## config.mk

```make
export PLATFORM = sky130hd
export DESIGN_NAME = sar_result_serializer_flat
export DESIGN_NICKNAME = d
export VERILOG_FILES = /design/src/rtl/sar_result_serializer_if.sv /design/src/rtl/sar_result_serializer.sv /design/src/flat_wrapper.sv
export SDC_FILE = /design/constraint.sdc
export NUM_CORES = 1
export LEC_CHECK = 0
export CAP_MARGIN = 10
export CORE_MARGIN = 2
export CORE_UTILIZATION = 40
export CTS_BUF_LIST = sky130_fd_sc_hd__clkbuf_16
export CTS_CLUSTER_DIAMETER = 100
export DETAILED_ROUTE_END_ITERATION = 7
export HOLD_SLACK_MARGIN = 0.15
export PLACE_DENSITY = 0.58
export SLEW_MARGIN = 20
export SYNTH_ARGS = -nofsm -noshare
export SYNTH_HDL_FRONTEND = slang
export SYNTH_SLANG_ARGS = --single-unit
```

## constraint.sdc

```tcl
create_clock -name clk -period 3.1 [get_ports clk]
set_input_delay 0.465 -clock clk [delete_from_list [all_inputs] [get_ports clk]]
set_output_delay 0.465 -clock clk [all_outputs]
set_load 0.02 [all_outputs]
```

## src/rtl/sar_result_serializer_if.sv

```systemverilog
// sar_result_serializer_if
//   Bundles the SAR-side capture signals and the serial pad signals of the
//   result serializer.
//   slave  : serializer view (captures conv_done/bitout/clr_ovf, drives pads)
//   master : SAR logic / pad side view
//   conv_done  one-cycle result strobe, bitout valid with it
//   bitout     WIDTH-bit conversion result
//   clr_ovf    synchronous clear of the sticky overflow flag
//   sclk/sdo/cs_n  SPI-style frame, MSB first, receiver samples on sclk rise
//   frame_done one-cycle pulse at frame end
//   fifo_count occupied FIFO entries
//   overflow   sticky "result dropped" flag
interface sar_result_serializer_if #(
  parameter int WIDTH = 12,
  parameter int DEPTH = 4
);
  logic                     conv_done;
  logic [WIDTH-1:0]         bitout;
  logic                     clr_ovf;
  logic                     sclk;
  logic                     sdo;
  logic                     cs_n;
  logic                     frame_done;
  logic [$clog2(DEPTH):0]   fifo_count;
  logic                     overflow;

  modport slave (
    input  conv_done, bitout, clr_ovf,
    output sclk, sdo, cs_n, frame_done, fifo_count, overflow
  );

  modport master (
    output conv_done, bitout, clr_ovf,
    input  sclk, sdo, cs_n, frame_done, fifo_count, overflow
  );
endinterface

```

## src/rtl/sar_result_serializer.sv

```systemverilog
// sar_result_serializer
//   Captures each SAR result on conv_done into a DEPTH-entry FIFO and ships
//   it off-chip as an SPI-style frame, MSB first.
//   clk   : system clock, rising edge
//   reset : asynchronous, active-low
//   bus   : sar_result_serializer_if.slave (capture inputs, serial pads,
//           frame_done, fifo_count, overflow)
//   Frame: SETUP (cs_n low, first bit on sdo) -> WIDTH x (HIGH, LOW) -> GAP,
//   each phase CLKDIV clk cycles, then one IDLE cycle that pops the next word.
module sar_result_serializer #(
  parameter int WIDTH  = 12,
  parameter int DEPTH  = 4,
  parameter int CLKDIV = 2
) (
  input logic                   clk,
  input logic                   reset,
  sar_result_serializer_if.slave bus
);
  localparam int PW = (DEPTH > 1) ? $clog2(DEPTH) : 1;
  localparam int CW = $clog2(DEPTH) + 1;
  localparam int DW = (CLKDIV > 1) ? $clog2(CLKDIV) : 1;
  localparam int BW = $clog2(WIDTH + 1);

  localparam logic [DW-1:0] DIV_LAST = DW'(CLKDIV - 1);
  localparam logic [CW-1:0] FULL     = CW'(DEPTH);
  localparam logic [BW-1:0] NBITS    = BW'(WIDTH);

  typedef enum logic [2:0] {S_IDLE, S_SETUP, S_HIGH, S_LOW, S_GAP} state_t;

  // FIFO
  logic [WIDTH-1:0] r_mem [DEPTH];
  logic [PW-1:0]    r_wr_ptr, r_rd_ptr;
  logic [CW-1:0]    r_count;
  logic             r_overflow;

  // Serializer
  state_t           r_state;
  logic [DW-1:0]    r_div;
  logic [BW-1:0]    r_bitcnt;
  logic [WIDTH-2:0] r_shreg;   // bits still to send; the MSB goes straight to sdo
  logic             r_sclk, r_sdo, r_cs_n, r_frame_done;

  logic             w_pop, w_push, w_drop, w_div_last;
  logic [WIDTH-1:0] w_head;

  // A full FIFO still accepts when the serializer pops the head this cycle.
  assign w_pop      = (r_state == S_IDLE) && (r_count != '0);
  assign w_push     = bus.conv_done && ((r_count != FULL) || w_pop);
  assign w_drop     = bus.conv_done && !w_push;
  assign w_div_last = (r_div == DIV_LAST);
  assign w_head     = r_mem[r_rd_ptr];

  always_ff @(posedge clk) begin
    if (w_push) r_mem[r_wr_ptr] <= bus.bitout;
  end

  always_ff @(posedge clk or negedge reset) begin
    if (!reset) begin
      r_wr_ptr   <= '0;
      r_rd_ptr   <= '0;
      r_count    <= '0;
      r_overflow <= 1'b0;
    end else begin
      if (w_push) r_wr_ptr <= r_wr_ptr + 1'b1;
      if (w_pop)  r_rd_ptr <= r_rd_ptr + 1'b1;
      case ({w_push, w_pop})
        2'b10:   r_count <= r_count + 1'b1;
        2'b01:   r_count <= r_count - 1'b1;
        default: r_count <= r_count;
      endcase
      // a drop in the same cycle as a clear keeps the flag set
      if (w_drop)            r_overflow <= 1'b1;
      else if (bus.clr_ovf)  r_overflow <= 1'b0;
    end
  end

  always_ff @(posedge clk or negedge reset) begin
    if (!reset) begin
      r_state      <= S_IDLE;
      r_div        <= '0;
      r_bitcnt     <= '0;
      r_shreg      <= '0;
      r_sclk       <= 1'b0;
      r_sdo        <= 1'b0;
      r_cs_n       <= 1'b1;
      r_frame_done <= 1'b0;
    end else begin
      r_frame_done <= 1'b0;
      case (r_state)
        S_IDLE: begin
          if (w_pop) begin
            r_shreg  <= w_head[WIDTH-2:0];
            r_sdo    <= w_head[WIDTH-1];
            r_cs_n   <= 1'b0;
            r_div    <= '0;
            r_bitcnt <= '0;
            r_state  <= S_SETUP;
          end
        end
        S_SETUP: begin
          if (w_div_last) begin
            r_div    <= '0;
            r_sclk   <= 1'b1;
            r_bitcnt <= r_bitcnt + 1'b1;
            r_state  <= S_HIGH;
          end else begin
            r_div <= r_div + 1'b1;
          end
        end
        S_HIGH: begin
          if (w_div_last) begin
            r_div   <= '0;
            r_sclk  <= 1'b0;
            r_state <= S_LOW;
            // next bit goes out on the falling edge; the last bit holds
            if (r_bitcnt != NBITS) begin
              r_sdo   <= r_shreg[WIDTH-2];
              r_shreg <= r_shreg << 1;
            end
          end else begin
            r_div <= r_div + 1'b1;
          end
        end
        S_LOW: begin
          if (w_div_last) begin
            r_div <= '0;
            if (r_bitcnt == NBITS) begin
              r_cs_n       <= 1'b1;
              r_sdo        <= 1'b0;
              r_frame_done <= 1'b1;
              r_state      <= S_GAP;
            end else begin
              r_sclk   <= 1'b1;
              r_bitcnt <= r_bitcnt + 1'b1;
              r_state  <= S_HIGH;
            end
          end else begin
            r_div <= r_div + 1'b1;
          end
        end
        S_GAP: begin
          if (w_div_last) begin
            r_div   <= '0;
            r_state <= S_IDLE;
          end else begin
            r_div <= r_div + 1'b1;
          end
        end
        default: r_state <= S_IDLE;
      endcase
    end
  end

  assign bus.sclk       = r_sclk;
  assign bus.sdo        = r_sdo;
  assign bus.cs_n       = r_cs_n;
  assign bus.frame_done = r_frame_done;
  assign bus.fifo_count = r_count;
  assign bus.overflow   = r_overflow;
endmodule

```

## src/flat_wrapper.sv

```systemverilog
// flat-port wrapper written by rule: the top's interface ports become plain ports
module sar_result_serializer_flat 
#(
  parameter int WIDTH  = 12,
  parameter int DEPTH  = 4,
  parameter int CLKDIV = 2
)
  (clk, reset, bus_conv_done, bus_bitout, bus_clr_ovf, bus_sclk, bus_sdo, bus_cs_n, bus_frame_done, bus_fifo_count, bus_overflow);
  sar_result_serializer_if #(.WIDTH(WIDTH), .DEPTH(DEPTH)) bus_i ();
  input logic clk;
  input logic reset;
  input wire logic [$bits(bus_i.conv_done)-1:0] bus_conv_done;
  input wire logic [$bits(bus_i.bitout)-1:0] bus_bitout;
  input wire logic [$bits(bus_i.clr_ovf)-1:0] bus_clr_ovf;
  output wire logic [$bits(bus_i.sclk)-1:0] bus_sclk;
  output wire logic [$bits(bus_i.sdo)-1:0] bus_sdo;
  output wire logic [$bits(bus_i.cs_n)-1:0] bus_cs_n;
  output wire logic [$bits(bus_i.frame_done)-1:0] bus_frame_done;
  output wire logic [$bits(bus_i.fifo_count)-1:0] bus_fifo_count;
  output wire logic [$bits(bus_i.overflow)-1:0] bus_overflow;
  assign bus_i.conv_done = bus_conv_done;
  assign bus_i.bitout = bus_bitout;
  assign bus_i.clr_ovf = bus_clr_ovf;
  assign bus_sclk = bus_i.sclk;
  assign bus_sdo = bus_i.sdo;
  assign bus_cs_n = bus_i.cs_n;
  assign bus_frame_done = bus_i.frame_done;
  assign bus_fifo_count = bus_i.fifo_count;
  assign bus_overflow = bus_i.overflow;
  sar_result_serializer #(.WIDTH(WIDTH), .DEPTH(DEPTH), .CLKDIV(CLKDIV)) u_core (.clk(clk), .reset(reset), .bus(bus_i));
endmodule
```

After elaboration in Yosys (flattened, before gate mapping)

Memory sizes are Yosys's and may differ from the RTL's.
Index checks and enable logic that the tools add are counted.

Register bits: 31
Bits in latches: 0
Memory bits (writable): 48
Memory bits (read-only): 0
Input port bits: 16
Output and inout bits: 8
Word-level logic and storage cells: 100
Memories: 1

Memory list:

| memory       | depth | bits a word | read ports | clocked after Yosys merged registers in | wr ports | line                        | source |
|---|---|---|---|---|---|---|---|
| u_core.r_mem | 4     | 12          | 1          | 0                                       | 1        | sar_result_serializer.sv:31 | `logic [WIDTH-1:0] r_mem [DEPTH];` |

Add/sub/neg operators: 6
Multipliers: 0
Div/mod/pow operators: 0
Order comparisons: 0
Equality and inequality tests: 17
Shift operators: 0
Multiplexer cells: 41
Bitwise gates (word level): 0
Reductions and logical operators: 23

Operators with widths:

| kind                | count |
|---|---|
| $mux 11             | 3 |
| $pmux 11 s2         | 1 |
| $mux 1              | 20 |
| $mux 3              | 6 |
| $mux 4              | 4 |
| $pmux 3 s5          | 1 |
| $reduce_and 5->1    | 3 |
| $ne 2x1->1 const B  | 7 |
| $pmux 4 s3          | 1 |
| $reduce_bool 3->1   | 4 |
| $reduce_bool 2->1   | 5 |
| $reduce_and 4->1    | 2 |
| $eq 3x2->1 const B  | 2 |
| $pmux 1 s3          | 2 |
| $pmux 3 s2          | 1 |
| $reduce_and 6->1    | 1 |
| $add 2x1->2 const B | 2 |
| $add 4x1->4 const B | 1 |
| $eq 4x4->1 const B  | 1 |
| $ne 4x4->1 const B  | 1 |
| $pmux 1 s2          | 2 |
| $reduce_or 4->1     | 1 |
| $add 3x1->3 const B | 1 |
| $eq 3x1->1 const B  | 1 |
| 12 further kinds    | 14 |

Depth between registers and ports, before layout

Depth in word-level cells: 7
Depth in mapped cells: 9
Depth with buffers taken out: 9

Worst setup path before layout

No wires, ideal clock.

Kind: register to register
From: reg u_core.r_state[0]
To: reg u_core.r_count[2] (netlist: u_core.bus.fifo_count[2])
Library setup time: 0.134 ns
Arrival time: 2.074 ns
Data required time: 2.966 ns
Setup slack: 0.892 ns
Stages on the path, launching flop included: 10
Buffers on the path: 0
Period minus slack after synthesis: 2.208 ns
Cells stage by stage: dfrtp_1 or3_1 a31oi_1 inv_1 ha_1 inv_1 fa_1 xor2_1 nor2_1 xor2_1

Word-level cells in the longest chain between the ends: 6
Elaborated cells between the ends (all ways): 8
Those cells by class: eq/ne (2); mux (1); reduce/logical (5)

RTL lines:

| item                                                   | line                         | source |
|---|---|---|
| start, declared                                        | sar_result_serializer.sv:37  | `state_t r_state;` |
| start signal, assigned                                 | sar_result_serializer.sv:79  | `r_state <= S_IDLE;` |
| start signal, assigned                                 | sar_result_serializer.sv:97  | `r_state <= S_SETUP;` |
| start signal, assigned                                 | sar_result_serializer.sv:105 | `r_state <= S_HIGH;` |
| $logic_not 3->1 (*)                                    | sar_result_serializer.sv:47  | `assign w_pop = (r_state == S_IDLE) && (r_count != '0);` |
| $logic_and 1x1->1 (*)                                  | sar_result_serializer.sv:47  |  |
| $logic_or 1x1->1                                       | sar_result_serializer.sv:48  | `assign w_push = bus.conv_done && ((r_count != FULL) \|\| w_pop);` |
| $logic_and 1x1->1                                      | sar_result_serializer.sv:48  |  |
| $eq 2x1->1 / $eq 2x2->1 (equally long branches)        | sar_result_serializer.sv:66  | `case ({w_push, w_pop})` |
| $pmux 3 s2 / $reduce_bool 2->1 (equally long branches) | --                           |  |
| end signal, assigned                                   | sar_result_serializer.sv:67  | `2'b10: r_count <= r_count + 1'b1;` |
| end signal, assigned                                   | sar_result_serializer.sv:68  | `2'b01: r_count <= r_count - 1'b1;` |
| end signal, assigned                                   | sar_result_serializer.sv:69  | `default: r_count <= r_count;` |
| end, declared                                          | sar_result_serializer.sv:33  | `logic [CW-1:0] r_count;` |

Mark *: on every way between the ends. The rest lies on a longest branch, timed or not.
A chain may end at the register's enable or synchronous reset.

Final worst setup path

From: reg u_core.r_state[2]
To: reg u_core.r_count[2] (netlist: u_core.bus.fifo_count[2])

Same word-level chain as after synthesis.

==> metrics.md <==
| Metric | Value |
|---|---|
| Max Freq | `389 MHz` |
| TritonCTS buffer count | `9` |
| Synthesis warning total | `0` |
| Slew Limit Fails | `0` |
| Critical Path, Cell by Cell | `or3_1 > a31oi_1 > inv_1 > ha_1 > inv_1 > fa_1 > xor2_1 > nor2_1 > xor2_1` |
| Largest cells by area after synthesis | `edfxtp_1 42%, dfrtp_1 22%, mux2_2 5.6%` |
| Share of layout cells above drive strength 1 | `0.224` |
| Core Area | `0.00826 mm^2` |
| Max_cap viols | `0` |
| GRT overflow | `0` |
| Die ar. | `0.00931 mm^2` |
| Final setup vio count | `0` |
| Max VDD drop | `0.000452 V` |
| First-pass DRT Iterations | `4` |
| Largest net degree at the start of global routing | `32` |
| Crit start category | `flop` |
| CTS Buffer Depth | `2` |
| Ant diodes | `0` |
| Worst skew pair latency | `0.34 ns` |
| Static Leak | `1.57 nW` |
| Commonest non-fill, non-tap cell in the layout | `edfxtp_1` |
| Crit path time final | `2.57 ns` |
| DP HPWL | `3640 um` |
| Top-Level Pins | `24` |
| Crit path required time | `3.32 ns` |
| Vias/cell | `5.13` |
| Met3 usage | `0.0442` |
| Tcrit/Tclk final | `0.829` |
| Final Hold Vio Count | `0` |
| Synth cell types | `43` |
| Initial Util | `0.414` |
| Port-buffer cells | `23` |
| Vias | `1,802` |
| First-pass GRT wire length | `9170 um` |
| Slew margin rel. | `0.560` |
| Met2 usage | `0.231` |
| Seq cells post-synth | `79` |
| H-tree Lvls | `3` |
| Die Ht | `96.5 um` |
| CTS Root Cell | `clkbuf_16` |
| Post-Syn Area | `0.00342 mm^2` |
| Layout Skew | `0.00795 ns` |
| Initial antenna violation count | `0` |
| Post-Syn Instances | `211` |
| Synth top area share | `0.421` |
| CTS tree | `done` |
| Setup TNS | `0 ns` |
| Crit-path max FO | `12` |
| Kind of critical path | `flop to flop` |
| Worst-path clk slew | `0.06 ns` |
| # DRC | `0` |
| GPL Wtd Cong | `0.722` |
| Cell taking the most area after synthesis | `edfxtp_1` |
| Post-synthesis net count | `235` |
| Routing usage on met1 | `0.167` |
| Drt wl/cell | `16.2 um` |
| CP arrival | `2.79 ns` |
| Worst path max stage delay | `0.54 ns` |
| Crit. End Element | `flop` |
| Power density over cell area | `1020 mW/mm^2` |
| Register area share after synthesis | `0.649` |
| Fin util | `0.493` |
| Hold_buf cts | `0` |
| Unrepaired setup endpoints after global routing | `no` |
| Hold WC Path Type | `flop to flop` |
| Routed Antenna Nets | `0` |
| Measured slew at the worst slew-check pin | `0.660 ns` |
| Post-CTS setup buffer count | `0` |
| GR peak layer | `met2` |
| Status | `finished clean` |
| DR iter-0 viols | `96` |
| Nets | `265` |
| Syn Area/Cell | `16.2 um^2` |
| Routed WL | `5680 um` |
| CP max-delay cell | `a31oi_1` |
| Leading cell types in the layout, fill and taps excluded | `48 x edfxtp_1, 30 x dfrtp_1, 23 x clkdlybuf4s50_1` |
| Vias in the first global route | `1,793` |
| Row cnt | `33` |
| CTS sink count | `79` |
| FILL cells | `714` |
| Die W | `96.5 um` |
| Resized cells post-CTS | `0` |
| Area Overhead vs Synth | `19.1%` |
| All-Layer GR Usage | `0.139` |
==> critical path: cells and delay by family (launching register included) <==
kind	cells	cell delay (ns)
AOI/OAI and AO/OA	1	0.54
xor gates and xnor gates	2	0.28
adders and majority gates	2	0.41
buffers and inverters	2	0.17
DFF	1	0.49
and+or+nand+nor	2	0.55
==> registers in the layout (all words and copies together) (netlist names), 2 cells and up <==
signal                 flops
u_core.r_bitcnt            4
u_core.r_state             3
u_core.r_mem              48
u_core.r_shreg            11
u_core.bus.fifo_count      3
u_core.r_rd_ptr            2
u_core.r_wr_ptr            2
==> logic make-up after synthesis <==
family	Yosys count	synth area share
DFF	79	0.649
and+or+nand+nor	37	0.0585
muxes	35	0.167
AOI/OAI and AO/OA	24	0.0443
buffers and inverters	22	0.0351
adders and majority gates	8	0.0315
xor gates and xnor gates	6	0.0154
==> cells in the mapped netlist, drive strengths merged <==
cell type and n:
a21o 1, a21oi 3, a22o 2, a31oi 3, and2 4, and3 1
and4 1, buf 7, clkbuf 1, dfrtp 30, dfstp 1, edfxtp 48
fa 1, ha 7, inv 14, mux2 23, mux4 12, nand2 10
nand2b 1, nand3 4, nand4 1, nand4b 1, nor2 5, nor2b 1
nor3 2, nor3b 1, nor4 1, o21ai 10, o22ai 1, o31a 1
o32a 1, o41ai 2, or2 2, or3 2, xnor2 4, xor2 2
==> final timing paths <==
check | slack, ns | to | cells after the start | startpoint
setup / recovery | 0.53 | u_core.bus.fifo_count[2]$_DFFE_PN0P_ | 9 | u_core.r_state[2]$_DFFE_PN0P_
max in group asynchronous | 2.24 | u_core.bus.cs_n$_DFFE_PN1P_ | 2 | reset
setup reg to reg | 0.53 | u_core.bus.fifo_count[2]$_DFFE_PN0P_ | 9 | u_core.r_state[2]$_DFFE_PN0P_
min in group asynchronous | 0.54 | u_core.r_state[0]$_DFFE_PN0P_ | 2 | reset
hold / removal | 0.51 | u_core.r_shreg[10]$_DFFE_PN0P_ | 1 | u_core.r_shreg[10]$_DFFE_PN0P_
hold reg to reg | 0.51 | u_core.r_shreg[10]$_DFFE_PN0P_ | 1 | u_core.r_shreg[10]$_DFFE_PN0P_
==> per-layer routing <==
| metal | vias up | routed length (um) |
|---|---|---|
| met3 | 8 | 233 |
| met1 | 897 | 2490 |
| met4 | 0 | 71 |
| met5 | - | 0 |
| li1 | 854 | - |
| met2 | 43 | 2890 |
==> final cells by class <==
type	instances	area, um^2	area share
flip-flops and latches	79	2220	0.545
multi-input cells	110	1080	0.266
repair buffers	27	260	0.0639
clock buffers	9	225	0.0553
well taps	105	131	0.0323
clock inverters	7	103	0.0252
inverters	14	52.6	0.0129
==> report_power, final <==
| group | internal [W] | switching, W |
|---|---|---|
| logic | 0.000750 | 0.000587 |
| registers | 0.00145 | 0.000241 |
| clock network | 0.000713 | 0.000423 |
| total | 0.00291 | 0.00125 |
==> per-stage QoR <==
step / cells / setup WS, ns / power [W] / hold WS, ns / area (um^2)
2_1_floorplan: 211 / 0.892 / 0.00275 / 0.169 / 3420
3_3_place_gp: 335 / 0.605 / 0.00305 / 0.487 / 3740
5_1_grt: 351 / 0.352 / 0.00442 / 0.533 / 4070
6_report: 351 / 0.531 / 0.00416 / 0.509 / 4070
3_5_place_dp: 335 / 0.578 / 0.00307 / 0.494 / 3740
4_1_cts: 351 / 0.547 / 0.00422 / 0.512 / 4070
(Power assumes the default switching activity.)
